<file path="src/rtl/mdu_sequencer_pkg.sv">
// Shared definitions for the multiply/divide sequencer: Funct codes,
// FSM state encoding, iteration count and a magnitude helper.
// Build option: define MDU_DIV_EN to include the DIV state and divider.
package mdu_sequencer_pkg;

   localparam logic [5:0] F_MFHI  = 6'h10;
   localparam logic [5:0] F_MTHI  = 6'h11;
   localparam logic [5:0] F_MFLO  = 6'h12;
   localparam logic [5:0] F_MTLO  = 6'h13;
   localparam logic [5:0] F_MULT  = 6'h18;
   localparam logic [5:0] F_MULTU = 6'h19;
   localparam logic [5:0] F_DIV   = 6'h1a;
   localparam logic [5:0] F_DIVU  = 6'h1b;

   localparam int ITER_CNT = 32;

   typedef enum logic [2:0] {
      S_IDLE = 3'd0,
      S_MUL  = 3'd1,
      S_FIX  = 3'd2,
      S_DONE = 3'd3
`ifdef MDU_DIV_EN
      ,
      S_DIV  = 3'd4
`endif
   } state_t;

   // Two's-complement magnitude when the operand is treated as signed.
   function automatic logic [31:0] mag32(input logic [31:0] v, input logic sgn);
      return (sgn && v[31]) ? (32'd0 - v) : v;
   endfunction

endpackage

</file>
<file path="src/rtl/mdu_div_step.sv">
// One restoring-division step: shift the next dividend bit into the
// partial remainder, subtract the divisor if it fits, record the quotient bit.
// Only present when MDU_DIV_EN is defined.
`ifdef MDU_DIV_EN
module mdu_div_step (
   input  logic [31:0] rem,
   input  logic [31:0] quo,
   input  logic [31:0] divisor,
   output logic [31:0] rem_nxt,
   output logic [31:0] quo_nxt
);

   logic [32:0] shifted;
   logic [31:0] diff;
   logic        fits;

   // Trial subtract; the low 32 bits of the difference are exact whenever it fits.
   always_comb begin
      shifted = {rem, quo[31]};
      diff    = shifted[31:0] - divisor;
      fits    = (shifted >= {1'b0, divisor});
      rem_nxt = fits ? diff : shifted[31:0];
      quo_nxt = {quo[30:0], fits};
   end

endmodule
`endif

</file>
<file path="src/rtl/mdu_sequencer.sv">
// Iterative multiply/divide unit with HI/LO registers.
// Build option: MDU_DIV_EN enables div/divu; without it they are no-ops
// and div_zero is tied low.
//
// state  | meaning
// -------+-----------------------------------------------------------
// IDLE   | waiting for start; mthi/mtlo write HI/LO directly
// MUL    | 32 shift-add steps on operand magnitudes
// DIV    | 32 restoring-subtract steps (MDU_DIV_EN builds only)
// FIX    | sign correction, HI/LO written on exit
// DONE   | one-cycle done pulse, then back to IDLE
module mdu_sequencer
   import mdu_sequencer_pkg::*;
(
   input  logic        clk,
   input  logic        reset,
   input  logic        start,
   input  logic [5:0]  Funct,
   input  logic [31:0] in_a,
   input  logic [31:0] in_b,
   output logic        busy,
   output logic        done,
   output logic        div_zero,
   output logic [31:0] rdata
);

   state_t      state, state_nxt;
   logic [4:0]  cnt;
   logic [5:0]  op;
   logic        a_sign;
   logic [31:0] b_reg;
   logic [31:0] acc_hi, acc_lo;
   logic [31:0] hi, lo;

   logic        is_mul_req, is_div_req, req_signed;
   logic        op_signed, neg_a, neg_b, last_iter;
   logic [31:0] mag_b;
   logic [32:0] mul_sum;
   logic [63:0] prod, prod_fix;
   logic [31:0] hi_fix, lo_fix;

   assign is_mul_req = (Funct == F_MULT) || (Funct == F_MULTU);
   assign req_signed = (Funct == F_MULT) || (Funct == F_DIV);
   assign op_signed  = (op == F_MULT) || (op == F_DIV);
   assign neg_a      = op_signed & a_sign;
   assign neg_b      = op_signed & b_reg[31];
   assign mag_b      = mag32(b_reg, op_signed);
   assign last_iter  = (cnt == 5'(ITER_CNT - 1));
   assign mul_sum    = {1'b0, acc_hi} + (acc_lo[0] ? {1'b0, mag_b} : 33'd0);
   assign prod       = {acc_hi, acc_lo};
   assign rdata      = (Funct == F_MFHI) ? hi : lo;

`ifdef MDU_DIV_EN
   logic [31:0] a_reg;
   logic [31:0] rem_nxt, quo_nxt;
   logic        is_div_op;

   assign is_div_req = (Funct == F_DIV) || (Funct == F_DIVU);
   assign is_div_op  = (op == F_DIV) || (op == F_DIVU);
   assign div_zero   = (state == S_DONE) && is_div_op && (b_reg == 32'd0);

   mdu_div_step u_div_step (
      .rem     (acc_hi),
      .quo     (acc_lo),
      .divisor (mag_b),
      .rem_nxt (rem_nxt),
      .quo_nxt (quo_nxt)
   );
`else
   assign is_div_req = 1'b0;
   assign div_zero   = 1'b0;
`endif

   // Sign-corrected results loaded into HI/LO on the FIX -> DONE edge.
   always_comb begin
      prod_fix = (neg_a ^ neg_b) ? (64'd0 - prod) : prod;
      hi_fix   = prod_fix[63:32];
      lo_fix   = prod_fix[31:0];
`ifdef MDU_DIV_EN
      if (is_div_op) begin
         if (b_reg == 32'd0) begin
            lo_fix = 32'hFFFF_FFFF;
            hi_fix = a_reg;
         end else begin
            lo_fix = (neg_a ^ neg_b) ? (32'd0 - acc_lo) : acc_lo;
            hi_fix = neg_a ? (32'd0 - acc_hi) : acc_hi;
         end
      end
`endif
   end

   // State register.
   always_ff @(posedge clk) begin
      if (reset) state <= S_IDLE;
      else       state <= state_nxt;
   end

   // Next-state and status outputs.
   always_comb begin
      state_nxt = state;
      busy      = 1'b0;
      done      = 1'b0;
      case (state)
         S_IDLE: begin
            if (start && is_mul_req) state_nxt = S_MUL;
`ifdef MDU_DIV_EN
            else if (start && is_div_req) state_nxt = S_DIV;
`endif
         end
         S_MUL: begin
            busy = 1'b1;
            if (last_iter) state_nxt = S_FIX;
         end
`ifdef MDU_DIV_EN
         S_DIV: begin
            busy = 1'b1;
            if (last_iter) state_nxt = S_FIX;
         end
`endif
         S_FIX: begin
            busy      = 1'b1;
            state_nxt = S_DONE;
         end
         S_DONE: begin
            done      = 1'b1;
            state_nxt = S_IDLE;
         end
         default: state_nxt = S_IDLE;
      endcase
   end

   // Operand capture, iteration datapath and HI/LO registers.
   always_ff @(posedge clk) begin
      if (reset) begin
         cnt    <= 5'd0;
         op     <= 6'd0;
         a_sign <= 1'b0;
         b_reg  <= 32'd0;
         acc_hi <= 32'd0;
         acc_lo <= 32'd0;
         hi     <= 32'd0;
         lo     <= 32'd0;
`ifdef MDU_DIV_EN
         a_reg  <= 32'd0;
`endif
      end else begin
         case (state)
            S_IDLE: begin
               if (start && (is_mul_req || is_div_req)) begin
                  op     <= Funct;
                  a_sign <= in_a[31];
                  b_reg  <= in_b;
                  cnt    <= 5'd0;
                  acc_hi <= 32'd0;
                  acc_lo <= mag32(in_a, req_signed);
`ifdef MDU_DIV_EN
                  a_reg  <= in_a;
`endif
               end else if (start && (Funct == F_MTHI)) begin
                  hi <= in_a;
               end else if (start && (Funct == F_MTLO)) begin
                  lo <= in_a;
               end
            end
            S_MUL: begin
               cnt              <= cnt + 5'd1;
               {acc_hi, acc_lo} <= {mul_sum, acc_lo[31:1]};
            end
`ifdef MDU_DIV_EN
            S_DIV: begin
               cnt    <= cnt + 5'd1;
               acc_hi <= rem_nxt;
               acc_lo <= quo_nxt;
            end
`endif
            S_FIX: begin
               hi <= hi_fix;
               lo <= lo_fix;
            end
            default: ;
         endcase
      end
   end

endmodule

</file>
<file path="config.mk">
export PLATFORM = sky130hd
export DESIGN_NAME = mdu_sequencer
export DESIGN_NICKNAME = d
export VERILOG_FILES = /design/src/rtl/mdu_sequencer_pkg.sv /design/src/rtl/mdu_div_step.sv /design/src/rtl/mdu_sequencer.sv
export SDC_FILE = /design/constraint.sdc
export NUM_CORES = 1
export LEC_CHECK = 0
export CORE_MARGIN = 4
export CORE_UTILIZATION = 41
export CTS_CLUSTER_DIAMETER = 80
export DETAILED_ROUTE_END_ITERATION = 8
export PLACE_DENSITY = 0.61
export SYNTH_ARGS = -nofsm -noshare
export SYNTH_HDL_FRONTEND = slang
export SYNTH_HIERARCHICAL = 1
export SYNTH_SLANG_ARGS = --single-unit
</file>
<file path="constraint.sdc">
create_clock -name clk -period 4.2 [get_ports clk]
set_input_delay 0.84 -clock clk [delete_from_list [all_inputs] [get_ports clk]]
set_output_delay 0.84 -clock clk [all_outputs]
set_load 0.01 [all_outputs]
</file>
### Word level (Yosys, flattened, before mapping)

Index checks and enable logic that the tools add are counted.

* register bits after elaboration: 175
* input port bits: 73
* output and inout port bits: 35
* logic and storage cells: 75

* $add $sub $neg: 5
* eq/ne operators: 18
* mux-type cells: 23
* bitwise operators: 3
* reduce and logical (&&, ||, !) cells: 17

Operators by type and width (number)
* 2-to-1 mux 32 bit: 11
* one-hot mux 32 bit (2 select lines): 4
* 2-to-1 mux 64 bit: 1
* subtractor 1 x 32 -> 32 bit, first input constant: 2
* subtractor 1 x 64 -> 64 bit, first input constant: 1
* == test 6 x 5 -> 1 bit, second input constant: 8
* adder 32 x 32 -> 33 bit: 1
* != test 2 bit, second input constant: 6
* one-hot mux 5 bit (2 select lines): 1
* one-hot mux 3 bit (3 select lines): 1
* == test 3 x 2 -> 1 bit, second input constant: 2
* 2-to-1 mux 3 bit: 2
* AND reduction 2 bit: 3
* adder 5 x 1 -> 5 bit, second input constant: 1
* == test 5 bit, second input constant: 1
* logical AND 1 bit: 5
* 2-to-1 mux 5 bit: 1
* AND reduction 4 bit: 1
* nonzero test 2 bit: 2
* == test 3 x 1 -> 1 bit, second input constant: 1
* zero test 3 bit: 1
* logical OR 1 bit: 3
* AND reduction 3 bit: 1
* AND 1 bit: 2
* other kinds (3): 4

### Longest topological paths before layout

* depth in word-level cells: 7
* gate-level depth with buffers: 15
* depth with buffers taken out: 15

### Worst setup path after synthesis

OpenSTA, ideal clock, no wires.

* kind: reg-to-reg
* from: register b_reg[7]
* to: register acc_hi[26]
* library setup time: 0.117 ns
* data arrival time: 4.026 ns
* path slack: 0.057 ns
* cell stages (with the launch flop): 16
* buffers on the path: 1
* period minus slack after synthesis: 4.143 ns
* cells stage by stage: dfxtp_1 or4_1 nor4_1 nand3_1 o41ai_1 xor2_1 nor2_1 ha_1 clkbuf_1 nand2_1 o21ai_0 a221o_1 a221oi_1 a21oi_1 or3_1 a32o_1

* cells in the longest elaborated chain, start to end: 5

Ends and longest elaborated chain
* start: declaration: RTL line mdu_sequencer.sv:31 `logic [31:0] b_reg;`
* start signal: assignment: RTL line mdu_sequencer.sv:152 `b_reg <= in_b;`
* subtractor 1 x 32 -> 32 bit: RTL line mdu_sequencer_pkg.sv:30 `return (sgn && v[31]) ? (32'd0 - v) : v;`
* 2-to-1 mux 32 bit (*): RTL line mdu_sequencer_pkg.sv:30
* 2-to-1 mux 32 bit (*): RTL line mdu_sequencer.sv:49 `assign mul_sum = {1'b0, acc_hi} + (acc_lo[0] ? {1'b0, mag_b} : 33'd0);`
* adder 32 x 32 -> 33 bit (*): RTL line mdu_sequencer.sv:49
* one-hot mux 32 bit (2 select lines) (*): RTL line mdu_sequencer.sv:147 `case (state)`
* end signal: assignment: RTL line mdu_sequencer.sv:167 `{acc_hi, acc_lo} <= {mul_sum, acc_lo[31:1]};`
* end: declaration: RTL line mdu_sequencer.sv:32 `logic [31:0] acc_hi, acc_lo;`

Every way passes the cells marked *; elsewhere a longest branch is shown, timed or not.
A chain may end at the register's enable or synchronous reset.

### Worst setup path in the final report

Ends and elaborated chain as after synthesis.

==> results.ini <==
[finish]
register_area_sq_um=3460
insertedDiodeCount=0
area_growth_syn_to_layout_pct=20.8
drive_above_1_share_pct=10.8
finalNetCount=1791
nFillCells=2852
multi_input_area_sq_um=7950

[setup_path]
worstSetupEndpointType=flip-flop
worstPathMaxFanout=4
r2r_setup_slack_ns=0.23
startpoint_type=flip-flop
cp.arrival_ns=4.31
critPathRequiredTime_ns=4.54
path_class=flip-flop to flip-flop

[die]
core_sq_um=28100
start_util_pct=42.1
row_count=61
die_w_microns=178
die_y_microns=178
die-area_sq_um=31600
io_pins=108

[timing]
tightest_slew_ns=0.945
timing.final.ws_setup_ns=0.226
relSlewSlack_pct=37.0
fmax_ghz=0.252
setup_viol=0
layout_worst_path_cycle_share_pct=94.6
hold_viol=0
slew_violations=0
hold_ws_ns=0.438
min_period_ns=3.97
final.setup_skew_ns=0.0183

[yosys]
yosysMostFrequentCell=nand2_1
synth_edf_count=0
ys_types=81
synth_seq_area_share_pct=29.3
syn_nets=1682
ys_ff_latch=173
yosysWarnings=6
synth_top_area_share_pct=29.3
post-synth-top-area-cell=dfxtp_1
post_synth_instance_area_sq_um=11800
synth_cells=1567
synthTopCellsByArea=dfxtp_1 29%, nand2_1 6.4%, a21oi_1 6.1%
async_flop_share_pct=0
ys.flop_type=dfxtp_1
synthTopCellsByCount=203 x nand2_1, 173 x dfxtp_1, 163 x nor2_1
synth_area_per_cell_sq_um=7.55

[global_routing]
grt_pass1_wl_microns=64400
grt_max_degree=91
grt_pass1_vias=11500
track_usage_pct=25.9
overflow=0
antenna_found_initial=0

[power]
power-per-cell-area_nw_per_um2=287
ir_drop_mv=0.266
leakage_uw=0.00543

[routing]
drtPass1Iterations=6
viasPerCell=5.86
dr.first_iter.drc_count=1208
drc=0
via_count=12100
wl_per_cell_microns=20.0
postRouteAntennaNets=0
drt_wl_total_microns=41300

[clock_network]
clk_latency_ns=0.45
cts_tree=yes
clockRootBuffer=clkbuf_16
htreeDepth=4
cts_max_path_buffers=2
hold_buffers=0
cts_sinks=173
cts-buffers-inserted=17
post_cts_buffers=0
clk_pin_slew_ns=0.07

[run_status]
status=finished, final reports clean

[run]
drv_cap=0

[worst_hold_path]
min_path_type=flip-flop to flip-flop

[placement]
gp_congestion=0.961
port_buffers=106
pre_cts_ws_ns=0.0463
hpwl_microns=31300

==> stage by stage <==
stage | area (sq um) | total power, uW | utilization, % | cells | setup TNS [ns]
after floorplan | 11800 | 2200 | - | 1567 | 0
after global placement | 13600 | 2540 | 48.6 | 2035 | 0
after detailed placement | 13600 | 2540 | 48.6 | 2035 | 0
after CTS | 14200 | 4120 | 50.6 | 2067 | 0
after global routing | 14300 | 4270 | 50.9 | 2067 | -0.0874
final | 14300 | 4110 | 50.9 | 2067 | 0
==> cell type report <==
cell class | count | area share [%]
Clock buffer | 17 | 2.98
Clock inverter | 15 | 1.03
Inverter | 29 | 0.762
Multi-Input combinational cell | 1263 | 55.7
Sequential cell | 173 | 24.2
Tap cell | 378 | 3.31
Timing Repair Buffer | 192 | 12.0
==> routing by layer <==
metal / wire length [microns] / vias up / track usage (%)
li1: - / 5936 / -
met1: 18000 / 5639 / 34.1
met2: 19200 / 456 / 42.7
met3: 2500 / 88 / 3.39
met4: 1650 / 0 / 10.8
met5: 0 / - / 0
==> cells in the final DEF (no fill, tap or decap), types with 6 or more instances in the layout <==
| master | count |
|---|---|
| a211oi_1 | 29 |
| a21o_1 | 17 |
| a21oi_1 | 141 |
| a221oi_1 | 15 |
| a22oi_1 | 14 |
| a31oi_1 | 32 |
| a32o_1 | 8 |
| and2_1 | 12 |
| and3_1 | 18 |
| buf_4 | 86 |
| clkbuf_16 | 17 |
| clkdlybuf4s50_1 | 105 |
| dfxtp_1 | 173 |
| ha_1 | 39 |
| inv_1 | 28 |
| inv_8 | 8 |
| mux2_2 | 32 |
| mux2i_1 | 7 |
| nand2_1 | 203 |
| nand2b_1 | 12 |
| nand3_1 | 32 |
| nand4_1 | 12 |
| nor2_1 | 162 |
| nor3_1 | 36 |
| nor4_1 | 21 |
| o211ai_1 | 19 |
| o21a_1 | 11 |
| o21ai_0 | 85 |
| o21ai_1 | 10 |
| o31a_1 | 6 |
| o31ai_1 | 16 |
| o41ai_1 | 14 |
| or2_2 | 6 |
| or3_1 | 24 |
| or4_1 | 13 |
| xnor2_1 | 63 |
| xor2_1 | 66 |
==> final timing paths <==
path | to | cells after the start | from
min | lo[13]$_SDFFE_PP0P_ | 2 | lo[13]$_SDFFE_PP0P_
max | acc_hi[26]$_SDFFE_PP0P_ | 17 | b_reg[7]$_SDFFE_PP0P_
min reg2reg | lo[13]$_SDFFE_PP0P_ | 2 | lo[13]$_SDFFE_PP0P_
max reg2reg | acc_hi[26]$_SDFFE_PP0P_ | 17 | b_reg[7]$_SDFFE_PP0P_
==> where the power goes <==
part	total (uW)	switching, uW	leakage, uW	internal (uW)
clock	1580	786	0.000275	794
combinational	839	538	0.00376	301
sequential	1690	25.0	0.00139	1660
total	4110	1350	0.00543	2760
==> repair_timing <==
item	4_1_cts	5_1_grt
hold endpoints to repair	0	0
resized for setup	0	16
endpoints found under the setup margin	0	7
==> worst max-delay path: stages (launching register included) <==
cell and delay, ns:
dfxtp_1 0.31, or4_1 0.57, nor4_2 0.17, buf_4 0.17, and3_1 0.17, buf_4 0.11, a21oi_1 0.07, xnor2_1 0.14
nor2_1 0.06, ha_1 0.32, a21oi_2 0.19, o21ai_1 0.13, a221o_1 0.38, a221oi_2 0.32, buf_4 0.17, a21oi_1 0.06
or3_1 0.31, a32o_1 0.24
==> cells by family after synthesis <==
group	count (synthesis)	synth area share [%]
and+or+nand+nor	579	22.9
AOI/OAI and AO/OA	473	25.9
DFF	173	29.3
buffers and inverters	131	4.21
xor gates and xnor gates	129	9.55
adders and majority gates	42	4.51
muxes	39	3.64
other	1	0.0317
(Power assumes the default switching activity.)
